### config.mk
export PLATFORM = sky130hd
export DESIGN_NAME = dsp
export DESIGN_NICKNAME = d
export VERILOG_FILES = /design/src/rtl/dsp.sv
export SDC_FILE = /design/constraint.sdc
export NUM_CORES = 2
export LEC_CHECK = 0
export ABC_AREA = 0
export CAP_MARGIN = 20
export CORE_ASPECT_RATIO = 1.2
export CORE_MARGIN = 4
export CORE_UTILIZATION = 53
export CTS_BUF_LIST = sky130_fd_sc_hd__clkbuf_8
export DETAILED_ROUTE_END_ITERATION = 12
export GPL_ROUTABILITY_DRIVEN = 0
export PLACE_DENSITY = 0.76
export SLEW_MARGIN = 25
export SYNTH_ARGS = -nofsm -noshare
export SYNTH_HDL_FRONTEND = slang
export SYNTH_SLANG_ARGS = --single-unit
### constraint.sdc
create_clock -name CLK -period 7.1 [get_ports CLK]
set_input_delay 2.13 -clock CLK [delete_from_list [all_inputs] [get_ports CLK]]
set_output_delay 2.13 -clock CLK [all_outputs]
set_load 0.02 [all_outputs]
### src/rtl/dsp.sv
// 18x18 multiply-accumulate slice modelled on the Spartan-6 DSP48A1: a pre-adder,
// an unsigned multiplier and a 48-bit post-adder, each stage optionally registered.
module dsp #(
    parameter int    A0REG       = 0,
    parameter int    A1REG       = 1,
    parameter int    B0REG       = 0,
    parameter int    B1REG       = 1,
    parameter int    CREG        = 1,
    parameter int    DREG        = 1,
    parameter int    MREG        = 1,
    parameter int    PREG        = 1,
    parameter int    CARRYINREG  = 1,
    parameter int    CARRYOUTREG = 1,
    parameter int    OPMODEREG   = 1,
    parameter string CARRYINSEL  = "OPMODE5",
    parameter string B_INPUT     = "DIRECT"
) (
    input  logic        CLK,
    input  logic        RSTA,
    input  logic        RSTB,
    input  logic        RSTC,
    input  logic        RSTD,
    input  logic        RSTM,
    input  logic        RSTP,
    input  logic        RSTCARRYIN,
    input  logic        RSTOPMODE,
    input  logic        CEA,
    input  logic        CEB,
    input  logic        CEC,
    input  logic        CED,
    input  logic        CEM,
    input  logic        CEP,
    input  logic        CECARRYIN,
    input  logic        CEOPMODE,
    input  logic [17:0] A,
    input  logic [17:0] B,
    input  logic [17:0] D,
    input  logic [17:0] BCIN,
    input  logic [47:0] C,
    input  logic [47:0] PCIN,
    input  logic [7:0]  OPMODE,
    input  logic        CARRYIN,
    output logic [17:0] BCOUT,
    output logic [35:0] M,
    output logic [47:0] P,
    output logic [47:0] PCOUT,
    output logic        CARRYOUT,
    output logic        CARRYOUTF
);

    // Pre-adder: D +/- B, wrapping modulo 2^18.
    function automatic logic [17:0] pre_add(input logic sub, input logic [17:0] d, input logic [17:0] b);
        return sub ? (d - b) : (d + b);
    endfunction

    // Post-adder: 49-bit result whose top bit is the carry-out.
    function automatic logic [48:0] post_add(input logic sub, input logic [47:0] z,
                                             input logic [47:0] x, input logic cin);
        logic [48:0] xc;
        xc = {1'b0, x} + {48'd0, cin};
        return sub ? ({1'b0, z} - xc) : ({1'b0, z} + xc);
    endfunction

    logic [17:0] a0_d, a0_q, a0, a1_d, a1_q, a1;
    logic [17:0] b0_d, b0_q, b0, b1_d, b1_q, b1;
    logic [17:0] d_d, d_q, d;
    logic [47:0] c_d, c_q, c;
    logic [7:0]  op_d, op_q, op;
    logic [35:0] m_d, m_q, m;
    logic [47:0] p_d, p_q, p;
    logic        cyi_d, cyi_q, cin;
    logic        cyo_d, cyo_q, co;
    logic [47:0] x_mux, z_mux;
    logic [48:0] sum;

    always_comb begin
        a0_d  = A;
        a0    = (A0REG != 0) ? a0_q : a0_d;
        a1_d  = a0;
        a1    = (A1REG != 0) ? a1_q : a1_d;

        if (B_INPUT == "DIRECT")       b0_d = B;
        else if (B_INPUT == "CASCADE") b0_d = BCIN;
        else                           b0_d = '0;
        b0    = (B0REG != 0) ? b0_q : b0_d;

        d_d   = D;
        d     = (DREG != 0) ? d_q : d_d;
        c_d   = C;
        c     = (CREG != 0) ? c_q : c_d;
        op_d  = OPMODE;
        op    = (OPMODEREG != 0) ? op_q : op_d;

        // B1 sees either the pre-adder result or the raw B0 value.
        b1_d  = op[4] ? pre_add(op[6], d, b0) : b0;
        b1    = (B1REG != 0) ? b1_q : b1_d;

        m_d   = {18'd0, a1} * {18'd0, b1};
        m     = (MREG != 0) ? m_q : m_d;

        cyi_d = (CARRYINSEL == "OPMODE5") ? op[5] : CARRYIN;
        cin   = (CARRYINREG != 0) ? cyi_q : cyi_d;

        case (op[1:0])
            2'b00:   x_mux = '0;
            2'b01:   x_mux = {12'd0, m};
            2'b10:   x_mux = p;
            default: x_mux = {d[11:0], a1, b1};
        endcase
        case (op[3:2])
            2'b00:   z_mux = '0;
            2'b01:   z_mux = PCIN;
            2'b10:   z_mux = p;
            default: z_mux = c;
        endcase

        sum   = post_add(op[7], z_mux, x_mux, cin);
        p_d   = sum[47:0];
        cyo_d = sum[48];
    end

    // P feeds back into the muxes above; with PREG=0 a P-select forms a combinational loop.
    assign p  = (PREG != 0) ? p_q : p_d;
    assign co = (CARRYOUTREG != 0) ? cyo_q : cyo_d;

    always_ff @(posedge CLK or posedge RSTA)
        if (RSTA) begin
            a0_q <= '0;
            a1_q <= '0;
        end else if (CEA) begin
            a0_q <= a0_d;
            a1_q <= a1_d;
        end

    always_ff @(posedge CLK or posedge RSTB)
        if (RSTB) begin
            b0_q <= '0;
            b1_q <= '0;
        end else if (CEB) begin
            b0_q <= b0_d;
            b1_q <= b1_d;
        end

    always_ff @(posedge CLK or posedge RSTC)
        if (RSTC)     c_q <= '0;
        else if (CEC) c_q <= c_d;

    always_ff @(posedge CLK or posedge RSTD)
        if (RSTD)     d_q <= '0;
        else if (CED) d_q <= d_d;

    always_ff @(posedge CLK or posedge RSTM)
        if (RSTM)     m_q <= '0;
        else if (CEM) m_q <= m_d;

    always_ff @(posedge CLK or posedge RSTP)
        if (RSTP)     p_q <= '0;
        else if (CEP) p_q <= p_d;

    always_ff @(posedge CLK or posedge RSTCARRYIN)
        if (RSTCARRYIN) begin
            cyi_q <= 1'b0;
            cyo_q <= 1'b0;
        end else if (CECARRYIN) begin
            cyi_q <= cyi_d;
            cyo_q <= cyo_d;
        end

    always_ff @(posedge CLK or posedge RSTOPMODE)
        if (RSTOPMODE)     op_q <= '0;
        else if (CEOPMODE) op_q <= op_d;

    assign BCOUT     = b1;
    assign M         = m;
    assign P         = p;
    assign PCOUT     = p;
    assign CARRYOUT  = co;
    assign CARRYOUTF = co;

endmodule

==> flow_summary.yaml <==
status:
  status: "finished clean"
logic_synthesis:
  netlist.area_leader.share_pct: 19.4
  netlist_area_um2: 26600
  synth_common_cells: "365 x inv_1, 324 x nand2_1, 258 x fa_1"
  post-synth-top-count-cell: "inv_1"
  async_flop_share_pct: 100
  synth-main-ff-cell: "dfrtp_1"
  avgSynthCellArea_um2: 9.14
  ys_seq_elements: 196
  syn_inst: 2913
  synth_area_leader_cell: "fa_1"
  synth_edf_count: 0
  synth_area_leaders: "fa_1 19%, dfrtp_1 18%, mux2_2 10%"
  synth.yosys.warnings: 0
  synthDistinctLibCells: 87
  syn-num-nets: 3545
  ys_seq_area_share_pct: 18.4
route:
  dr.pass1.iters: 6
  drt_wl_total_um: 85300
  route.detailed.drc: 0
  via_per_inst: 6.05
  wl_per_cell_um: 22.2
  vias: 23200
  first_iter_violations: 1817
  ant_nets: 0
sta:
  fin_crit_sh_pct: 97.1
  finalHoldViolCount: 0
  slew_headroom_pct: 31.3
  layout_min_cycle_time_ns: 6.89
  fin_skew_ns: 0.0185
  fmax_mhz: 145
  slew_viol_final: 0
  fin_ws_ns: 0.209
  worstMarginPinSlew_ns: 1.03
  setup_viol: 0
setup_path:
  required_ns: 7.55
  crit_path_end_kind: "register"
  cp_max_fo: 5
  crit_path_frequent_cell: "fa_1"
  worstPathCellList: "nand2_1 -> fa_1 -> inv_1 -> fa_1 -> fa_1 -> inv_1 -> fa_1 -> fa_1 -> inv_1 -> fa_1 -> ha_1 -> nor4_1 -> nand2b_1 -> o2111ai_1 -> a21oi_1 -> o311ai_2 -> buf_4 -> a21oi_1 -> o211ai_1 -> a311oi_1 -> or3_1 -> a31o_2"
  crit_type: "reg -> reg"
  cpPeakStageDelay_ns: 0.57
  arrival_ns: 7.34
  cp_slowest_cell: "fa_1"
  start_kind: "register"
clock_tree:
  clk_path_buf_depth: 2
  clock_latency_ns: 0.56
  htree_levels: 4
  cts_tree: "done"
  clk_pin_slew_ns: 0.11
  cts_buffers: 17
  cts_root_buf: "clkbuf_8"
  cts.hold.buffers_added: 0
  cts.sinks: 196
die:
  core_um2: 49400
  die_x_um: 213
  start_util_pct: 53.8
  rows: 89
  die_h_um: 253
  pin_count: 346
  die_area_um2: 53900
cells_and_area:
  fillerInstances: 3992
  layout.nets: 3823
  area_delta_synth_final_pct: 16.9
  drive_gt1_share_pct: 14.7
run:
  maxCapViolations: 0
global_route:
  antenna_found_initial: 1
  grt-ovfl-total: 0
  grt_max_degree: 50
  grt_pass1_wl_um: 131000
  grt_usage_pct: 31.0
  grt_pass1_vias: 23900
placed_design:
  dp_slack_ns: -0.225
  port_buffers: 326
  dp_hpwl_um: 70000
worst_hold_path:
  holdCritPathClass: "reg -> reg"
[cell families after synthesis]
family / synth area share, %
buf+inv: 9.03
flops: 18.4
xor+xnor: 6.25
fa+ha+maj: 27.9
mux: 11.5
simple gates: 15.0
compound gates: 11.9
[final cells by class]
type                            count  area (um^2)  share of cell area, %
Antenna cell                        1         2.50                0.00804
Clock buffer                       17          234                  0.752
Clock inverter                     15          168                  0.539
Inverter                          366         1380                   4.42
Multi-Input combinational cell   2155        19400                   62.3
Sequential cell                   196         4920                   15.8
Tap cell                          637          797                   2.56
Timing Repair Buffer              455         4240                   13.6
[metal layers]
metal	part of all wire, %	GRT usage [%]	up-vias
met5	0	0	-
met4	7.1	19.0	0
met3	7.7	5.12	333
met2	49	52.9	1165
met1	36	36.7	11500
li1	-	-	10300
[sequential cells by signal (all words and copies together), names as in the netlist]
signal and cells:
CARRYOUT 1, BCOUT 18, M 36, d 18, c 48, a1 18
cin 1, op 8, P 48
[critical path, delay by kind of cell, from the launching register on]
kind / cells / cell delay [ns]
fa+ha+maj: 7 / 3.26
buf+inv: 4 / 0.36
compound gates: 7 / 1.68
simple gates: 4 / 0.94
flops: 1 / 0.54
[repair_timing]
item,in CTS,in global routing
cloned,0,0
resized for setup,2,22
setup buffers,0,5
setup endpoints to repair,3,15
endpoints found under the hold margin,0,0
pin swaps,0,4
[layout by cell type, fill, tap and decap left out, types with 13 or more instances in the layout]
cell type	n
nor4_1	19
nor3_1	39
ha_1	179
clkdlybuf4s50_1	322
fa_1	258
a31oi_1	19
mux2_2	237
nand2b_1	19
nand4_1	24
clkbuf_8	17
nor2_1	128
inv_1	364
mux2i_1	26
a22o_1	67
nor2b_1	16
o21ai_0	56
a21oi_1	115
and2_1	101
o21a_1	17
buf_4	128
a22oi_1	26
o21bai_1	14
and3_1	13
a21o_1	38
nand3_1	40
nand2_1	324
dfrtp_1	184
xor2_1	48
xnor2_1	141
[path summary, 6_finish.rpt]
check                      endpoint  slack (ns)  depth (start not counted)       start
max                           M[35]        0.21                         22    BCOUT[7]
max reg2reg                   M[35]        0.21                         22    BCOUT[7]
min reg2reg                   c[14]        0.52                          1       c[14]
min                           c[14]        0.52                          1       c[14]
max in group asynchronous     a1[9]        4.41                          2        RSTA
min in group asynchronous       cin        1.72                          2  RSTCARRYIN
[stage by stage]
step / hold WS [ns] / std cells / setup TNS, ns / util [%] / instance area [um^2]
2_1_floorplan: 0.475 / 2913 / 0 / - / 26600
4_1_cts: 0.518 / 3836 / 0 / 62.7 / 31000
3_5_place_dp: 0.491 / 3804 / -0.393 / 61.9 / 30600
5_1_grt: 0.532 / 3842 / -0.00602 / 62.9 / 31100
3_3_place_gp: 0.484 / 3804 / -0.134 / 61.9 / 30600
6_report: 0.517 / 3842 / 0 / 62.9 / 31100
Power is not shown: default switching activity piles up to over one toggle a cycle in this logic, so the estimate is an artifact.
==> RTL edit, RTL diff (same flow settings) <==
Add an input register stage for `CEOPMODE`; this delays it by one clock. The other inputs are not delayed to match.
--- a/src/rtl/dsp.sv
+++ b/src/rtl/dsp.sv
@@ -48,4 +48,10 @@
     output logic        CARRYOUTF
 );
+
+    logic CEOPMODE_q;
+
+    always_ff @(posedge CLK) begin
+        CEOPMODE_q <= CEOPMODE;
+    end
 
     // Pre-adder: D +/- B, wrapping modulo 2^18.
@@ -169,5 +175,5 @@
     always_ff @(posedge CLK or posedge RSTOPMODE)
         if (RSTOPMODE)     op_q <= '0;
-        else if (CEOPMODE) op_q <= op_d;
+        else if (CEOPMODE_q) op_q <= op_d;
 
     assign BCOUT     = b1;
Formal check against the unedited RTL: not equivalent (Yosys sat finds a counterexample within 4 cycles, from zero or initial values and one cycle with RSTC high).
==> RTL edit against the original RTL <==
- area after synthesis barely moved
- sequential cell count rose by 1
- final cell count fell by 0.21%
- wire length fell by 0.65%
- critical path type unchanged
- design area barely moved
- worst setup slack got worse by 0.0071 ns
- die area barely moved
- count of clock-buffer cells in the layout did not move
Power is left out: the tool's default activity adds up to more than one toggle a clock period on the data nets, which glitch-free logic cannot reach.
==> RTL edit: results (changes against the original RTL) <==
status=complete, no violations; GR Util met3=4.99% (-0.14 points); top layer in use=met4; multiplexer share of the synthesized area=11.5% (about the same); Register-to-Register Path Depth=29 (+32%); post-synthesis sequential area ratio=18.5% (+0.061 points); Post-Synthesis Cells=2914 (+0.034%); first-pass GRT wire length=131000 um (-0.13%); HPWL after detailed placement=69500 um (-0.71%); crit share post-route=97.2% (+0.099 points); GRT Total Usage=31.0% (about the same); CP arrival=7.35 ns (about the same); share of cells above drive strength 1=14.6% (-0.084 points); slowest stage delay, CP=0.48 ns (-0.09 ns); DRT iter0 DRCs=1964 (+8.1%); Hold WS=0.514 ns (-0.00298 ns); Clock Latency Late Sink=roughly 0.55 ns; Compound-Gate Fraction of Synth Area=11.9% (about the same); placed inst area=0.0305 mm2 (-0.19%); R2R setup slack=just over 0.2 ns; top cells by area, synth=fa_1 (19%), dfrtp_1 (18%), mux2_2 (10%); initial antenna violation count=3 (+2); asr flop ratio synth=99.5% (-0.51 points); post-synthesis xor/xnor area fraction=6.25% (about the same); met3 WL=6170 um (-6.0%); met1 Use GR=36.0% (-0.69 points); pre-CTS setup slack=-0.351 ns (-0.127 ns); Synth Area in Adders=27.8% (about the same); Clock Tree Buf Depth=2 (unchanged); Yosys cell types=88 (+1.1%); Post-Route WL=84800 um (-0.65%); met1 WL=30800 um (-0.93%); met2 Usage GRT=53.1% (+0.24 points); Via-to-Cell Ratio=6.07 (+0.47%); worst clock skew=0.0229 ns (+0.00444 ns); routed wl met2=41300 um (-0.59%); Worst R2R End=CARRYOUT$_DFFE_PP0P_; WHS Endpoint=c[9]$_DFFE_PP0P_; Synth Net Count=3546 (+0.028%); nets=3814 (-0.24%); Fillers=4035 (+1.1%); largest net degree at the start of global routing=68 (+36%); via count=23287 (+0.26%); Hold Startpoint=c[9]$_DFFE_PP0P_; Critical R2R Launch=op[0]$_DFFE_PP0P_; Pre-Repair DR Iteration Count=8 (+2); Slew @ Worst Pin=1.01 ns (-0.0167 ns); vias in the first global route=24065 (+0.73%)
RTL edit: critical path: cells and delay by family, from the launching register on:
kind	cells	cell delay, ns
AOI/OAI and AO/OA	12	2.64
DFF	1	0.48
xor gates and xnor gates	2	0.23
and+or+nand+nor	10	2.22
adders and majority gates	3	0.81
muxes	1	0.26
buffers and inverters	1	0.16
RTL edit: final cells by class:
class | instances | area, um2 | area share (%)
flip-flops and latches | 197 | 4930 | 15.9
clock inverters | 15 | 165 | 0.531
well taps | 637 | 797 | 2.56
clock buffers | 17 | 234 | 0.753
multi-input cells | 2155 | 19400 | 62.5
repair buffers | 445 | 4160 | 13.4
diodes | 2 | 5.00 | 0.0161
inverters | 366 | 1380 | 4.43
RTL edit: what timing repair did:
item | 4_1_cts | 5_1_grt
endpoints found under the setup margin | 7 | 13
buffers inserted | 0 | 4
hold buffers | 0 | 0
resized for setup | 3 | 29
pin swaps | 0 | 3
